`config.mk`:
```
export PLATFORM = sky130hd
export DESIGN_NAME = requant
export DESIGN_NICKNAME = d
export VERILOG_FILES = /design/src/rtl/slugtpu_pkg.sv /design/src/rtl/round_shift.sv /design/src/rtl/requant.sv
export SDC_FILE = /design/constraint.sdc
export NUM_CORES = 2
export LEC_CHECK = 0
export ABC_AREA = 1
export CAP_MARGIN = 20
export CORE_MARGIN = 1
export CORE_UTILIZATION = 40
export DETAILED_ROUTE_END_ITERATION = 10
export SYNTH_ARGS = -nofsm -noshare
export SYNTH_HDL_FRONTEND = slang
export SYNTH_HIERARCHICAL = 1
export SYNTH_SLANG_ARGS = --single-unit
export TNS_END_PERCENT = 100
```
`constraint.sdc`:
```
create_clock -name clk_i -period 23.3 [get_ports clk_i]
set_input_delay 6.99 -clock clk_i [delete_from_list [all_inputs] [get_ports clk_i]]
set_output_delay 6.99 -clock clk_i [all_outputs]
set_load 0.03 [all_outputs]
```
`src/rtl/slugtpu_pkg.sv`:
```
// rtl/slugtpu_pkg.sv - shared widths, config record and int8 bounds for the requant stage
package slugtpu_pkg;

    localparam int IN_W    = 32;
    localparam int SCALE_W = 32;
    localparam int OUT_W   = 8;
    localparam int SHIFT_W = 6;
    localparam int PROD_W  = IN_W + SCALE_W;

    localparam logic signed [OUT_W-1:0] INT8_MIN = -8'sd128;
    localparam logic signed [OUT_W-1:0] INT8_MAX = 8'sd127;

    typedef struct packed {
        logic signed [SCALE_W-1:0] scale;
        logic        [SHIFT_W-1:0] shift;
        logic signed [OUT_W-1:0]   zp;
        logic                      relu;
    } requant_cfg_t;

    localparam requant_cfg_t CFG_RESET = '{
        scale: 32'sd1,
        shift: '0,
        zp:    '0,
        relu:  1'b0
    };

endpackage

```
`src/rtl/round_shift.sv`:
```
// rtl/round_shift.sv - rounding (half toward +inf) arithmetic right shift, one guard bit wider
module round_shift #(
    parameter int W    = 64,
    parameter int SH_W = 6
) (
    input  logic signed [W-1:0]  val_i,
    input  logic        [SH_W-1:0] shift_i,
    output logic signed [W:0]    res_o
);

    logic signed [W:0] ext;
    logic signed [W:0] bias;
    logic signed [W:0] sum;

    always_comb begin
        ext  = {val_i[W-1], val_i};
        bias = '0;
        // Half-LSB bias only exists for a non-zero shift; the extra bit absorbs its carry.
        if (shift_i != '0) begin
            bias = (W+1)'(1) << (shift_i - 1'b1);
        end
        sum   = ext + bias;
        res_o = sum >>> shift_i;
    end

endmodule

```
`src/rtl/requant.sv`:
```
// rtl/requant.sv - 3-stage int32 -> int8 requantizer: scale multiply, rounding shift, zero point, relu, saturate
module requant
    import slugtpu_pkg::*;
(
    input  logic                      clk_i,
    input  logic                      rst_i,
    input  logic                      cfg_we_i,
    input  logic signed [SCALE_W-1:0] cfg_scale_i,
    input  logic        [SHIFT_W-1:0] cfg_shift_i,
    input  logic signed [OUT_W-1:0]   cfg_zp_i,
    input  logic                      cfg_relu_i,
    input  logic                      valid_i,
    output logic                      ready_o,
    input  logic signed [IN_W-1:0]    data_i,
    output logic                      valid_o,
    input  logic                      ready_i,
    output logic signed [OUT_W-1:0]   data_o
);

    localparam int R_W = PROD_W + 1;
    localparam int S_W = PROD_W + 2;

    requant_cfg_t cfg_q, cfg_d;
    logic         en;

    logic                      s1_valid_q, s1_valid_d;
    logic signed [PROD_W-1:0]  s1_prod_q, s1_prod_d;
    logic        [SHIFT_W-1:0] s1_shift_q, s1_shift_d;
    logic signed [OUT_W-1:0]   s1_zp_q, s1_zp_d;
    logic                      s1_relu_q, s1_relu_d;

    logic                      s2_valid_q, s2_valid_d;
    logic signed [R_W-1:0]     s2_r_q, s2_r_d;
    logic signed [OUT_W-1:0]   s2_zp_q, s2_zp_d;
    logic                      s2_relu_q, s2_relu_d;

    logic                      out_valid_q, out_valid_d;
    logic signed [OUT_W-1:0]   out_data_q, out_data_d;

    logic signed [PROD_W-1:0]  mul_a;
    logic signed [PROD_W-1:0]  mul_b;
    logic signed [R_W-1:0]     shifted;
    logic signed [S_W-1:0]     s_val;
    logic signed [S_W-1:0]     zp_ext;
    logic signed [S_W-1:0]     max_ext;
    logic signed [S_W-1:0]     min_ext;
    logic signed [OUT_W-1:0]   sat_val;

    round_shift #(
        .W    (PROD_W),
        .SH_W (SHIFT_W)
    ) u_round_shift (
        .val_i   (s1_prod_q),
        .shift_i (s1_shift_q),
        .res_o   (shifted)
    );

    assign en      = !out_valid_q || ready_i;
    assign ready_o = en;
    assign valid_o = out_valid_q;
    assign data_o  = out_data_q;

    always_comb begin
        zp_ext  = S_W'(s2_zp_q);
        max_ext = S_W'(INT8_MAX);
        min_ext = S_W'(INT8_MIN);
        s_val   = S_W'(s2_r_q) + zp_ext;
        if (s2_relu_q && (s_val < zp_ext)) begin
            s_val = zp_ext;
        end
        // Clamp on the full-width sum so nothing wraps before saturation.
        if (s_val > max_ext) begin
            sat_val = INT8_MAX;
        end else if (s_val < min_ext) begin
            sat_val = INT8_MIN;
        end else begin
            sat_val = s_val[OUT_W-1:0];
        end
    end

    always_comb begin
        cfg_d       = cfg_q;
        s1_valid_d  = s1_valid_q;
        s1_prod_d   = s1_prod_q;
        s1_shift_d  = s1_shift_q;
        s1_zp_d     = s1_zp_q;
        s1_relu_d   = s1_relu_q;
        s2_valid_d  = s2_valid_q;
        s2_r_d      = s2_r_q;
        s2_zp_d     = s2_zp_q;
        s2_relu_d   = s2_relu_q;
        out_valid_d = out_valid_q;
        out_data_d  = out_data_q;
        mul_a       = PROD_W'(data_i);
        mul_b       = PROD_W'(cfg_q.scale);

        if (cfg_we_i) begin
            cfg_d.scale = cfg_scale_i;
            cfg_d.shift = cfg_shift_i;
            cfg_d.zp    = cfg_zp_i;
            cfg_d.relu  = cfg_relu_i;
        end

        // Stage 1 reads the registered config, so a same-cycle write only affects later beats.
        if (en) begin
            s1_valid_d  = valid_i;
            s1_prod_d   = mul_a * mul_b;
            s1_shift_d  = cfg_q.shift;
            s1_zp_d     = cfg_q.zp;
            s1_relu_d   = cfg_q.relu;
            s2_valid_d  = s1_valid_q;
            s2_r_d      = shifted;
            s2_zp_d     = s1_zp_q;
            s2_relu_d   = s1_relu_q;
            out_valid_d = s2_valid_q;
            out_data_d  = sat_val;
        end
    end

    always_ff @(posedge clk_i or posedge rst_i) begin
        if (rst_i) begin
            cfg_q       <= CFG_RESET;
            s1_valid_q  <= 1'b0;
            s1_prod_q   <= '0;
            s1_shift_q  <= '0;
            s1_zp_q     <= '0;
            s1_relu_q   <= 1'b0;
            s2_valid_q  <= 1'b0;
            s2_r_q      <= '0;
            s2_zp_q     <= '0;
            s2_relu_q   <= 1'b0;
            out_valid_q <= 1'b0;
            out_data_q  <= '0;
        end else begin
            cfg_q       <= cfg_d;
            s1_valid_q  <= s1_valid_d;
            s1_prod_q   <= s1_prod_d;
            s1_shift_q  <= s1_shift_d;
            s1_zp_q     <= s1_zp_d;
            s1_relu_q   <= s1_relu_d;
            s2_valid_q  <= s2_valid_d;
            s2_r_q      <= s2_r_d;
            s2_zp_q     <= s2_zp_d;
            s2_relu_q   <= s2_relu_d;
            out_valid_q <= out_valid_d;
            out_data_q  <= out_data_d;
        end
    end

endmodule

```
==> metrics <==
first-iteration detailed-routing DRC count=4,057; top sig layer=met5; Final nets=10.6k; RSZ-0062 raised after global routing=no; R2R setup slack=14.82 ns; Root Buffer=clkbuf_16; first-pass GRT wire length=334,000 microns; critical-path maximum fanout=50; CP arrival=9.05 ns; die height=401 microns; worst min-delay path category=reg -> reg; I/O pin total=94; count of final max-slew check failures=0; fillcell total=16.5k; # DRC=0; layout cells sized above 1=3.52%; number of synthesized register bits=about 210; drt first pass iters=8; postcts setup bufs=0; met2 routed WL=99,000 microns; Hold EP=s2_zp_q[0]; GRT overflow=0; drt wl/cell=18.8 microns; gpl congestion=1.00; RR Startpoint=cfg_q[18]; Total GRT Usage=26.4%; Die Area=approximately 0.16 sq mm; Initial Util=40.5%; Main synth FF type=dfrtp_1; synthesized cell area=0.0636 sq mm; Synth cell types=approximately 60; crit end category=primary output; Hold Crit Start=s1_zp_q[0]; antenna-violating nets left=0; final core occ=around 43%; Core Box Area=0.157 sq mm; sequential share of the synthesized area=8.31%; initial antenna violation count=1; f_max=0.0623 GHz; max_cap viols=0; Setup violations, final=0; CP Class=in -> out; Worst-Margin Slew=1.00 ns; Worst-Skew Late Latency=0.66 ns; met3 WL post-DR=roughly 12,000 microns; Final period util=68.8%; routed wire length=between 200,000 and 250,000 microns; status=finished, final reports clean; post-CTS sizing=0; Worst R2R End=s1_prod_q[53]; Via density=between 5 and 6; hold depth=2; cts hold-fix bufs=0; deepest clock path buffer count=3; WL met1=91,800 microns; vias in the first global route=just under 60k; post-route setup TNS=0 ns; largest net degree at the start of global routing=90; number of synthesized flops with an enable pin=0; asr flop ratio synth=100%; Inserted Clock Buffers=29; CTS tree=yes; via count=around 57k; CTS H-Tree Depth=1; Syn. warnings=6; critical path startpoint category=primary input; Tmin final=16.04 ns; Worst R2R Path Depth=25; slew margin rel.=32.9%; die width=401 microns; Hold Violations, Final=0; Syn-to-layout area delta=5.86%; Post-Syn Nets=10.8k; row count=145; Avg Inst Size Synth=between 6 and 7 sq um; Worst Skew=around 0.056 ns; IO buf count=between 90 and 100; total clock sinks=211; post-synthesis instance total=9,221; CP required=16.31 ns; Post-DP HPWL=175,000 microns; clock slew at reported path FFs=0.06 ns
## cell usage in the layout (no fill, tap or decap), types with 92 or more instances in the layout
master           count
dfrtp_1            195
inv_1             2116
o21ai_0            209
nand3_1            696
a21oi_1            265
ha_1               377
nor2_1             451
fa_1              1084
nand2_1           2899
clkdlybuf4s50_1     92
## metal layers
layer	vias up	global-route usage, %
met5	-	0
met4	2	7.44
met3	323	2.58
met2	1754	44.5
met1	27700	35.9
li1	27000	-
## cells in the mapped netlist (27+ instances only)
| cell | n | share of area (%) |
|---|---|---|
| mux2_2 | 31 | 0.55 |
| nand3_1 | 696 | 5.5 |
| fa_1 | 1084 | 34 |
| a31oi_1 | 33 | 0.32 |
| nor3_1 | 37 | 0.29 |
| dfrtp_1 | 210 | 8.3 |
| or2_2 | 47 | 0.46 |
| a21oi_1 | 265 | 2.1 |
| buf_2 | 30 | 0.24 |
| inv_1 | 2120 | 13 |
| xnor2_1 | 51 | 0.70 |
| buf_1 | 45 | 0.27 |
| o21ai_0 | 209 | 1.6 |
| nand2_2 | 27 | 0.27 |
| nand2_1 | 2899 | 17 |
| nor2_1 | 452 | 2.7 |
| xor2_1 | 58 | 0.80 |
| clkbuf_1 | 287 | 1.7 |
| ha_1 | 377 | 7.4 |
## stage by stage
step                instance area [sq um]  cells  worst slack, ns  hold slack (ns)
CTS                                 67200  11100             7.26            0.434
global route                        67300  11100             7.15            0.456
global placement                    66200  11100             7.26            0.450
finish                              67300  11100             7.26            0.430
floorplan                           63600   9221             8.30            0.440
detailed placement                  66200  11100             7.27            0.461
## worst max-delay path by stage
stage | startpoint | end | slack [ns] | depth (start not counted)
after floorplan | ready_i | ready_o | 8.30 | 4
after global placement | ready_i | ready_o | 7.26 | 4
after detailed placement | ready_i | ready_o | 7.27 | 4
after CTS | ready_i | ready_o | 7.26 | 4
after global routing | ready_i | ready_o | 7.15 | 4
final | ready_i | ready_o | 7.26 | 4
## area by class of cell
| cell class | instances | area (sq um) | area share (%) |
|---|---|---|---|
| clock buffer | 39 | 813 | 1.21 |
| tap | 2058 | 2570 | 3.83 |
| antenna | 1 | 2.50 | 0.00372 |
| sequential | 211 | 5300 | 7.88 |
| inverter | 2137 | 8030 | 11.9 |
| clock inverter | 13 | 175 | 0.260 |
| timing repair buffer | 180 | 1620 | 2.41 |
| multi-input combinational | 6499 | 48800 | 72.5 |
## sequential cells by signal (all words and copies together), names as in the netlist, 6 cells and up
name and count:
s1_zp_q 8, s1_prod_q 64, s2_zp_q 8, cfg_q 47
s2_r_q 65, s1_shift_q 6, data_o 8
## cell families after synthesis
| logic type | after synthesis | synth area share [%] |
|---|---|---|
| AND/OR/NAND/NOR | 4262 | 27.5 |
| buffers and inverters | 2511 | 15.0 |
| adder cells (fa/ha/maj) | 1461 | 41.6 |
| AO/OA/AOI/OAI | 628 | 5.45 |
| flip-flops | 211 | 8.31 |
| XOR/XNOR | 111 | 1.55 |
| multiplexers | 36 | 0.628 |
| other | 1 | 0.00590 |
## critical path, cell delays in order
cell	delay, ns
clkdlybuf4s50_1	0.45
nor2_4	0.52
inv_4	0.38
clkdlybuf4s50_1	0.70
Power is not shown: default switching activity piles up to over one toggle a cycle in this logic, so the estimate is an artifact.
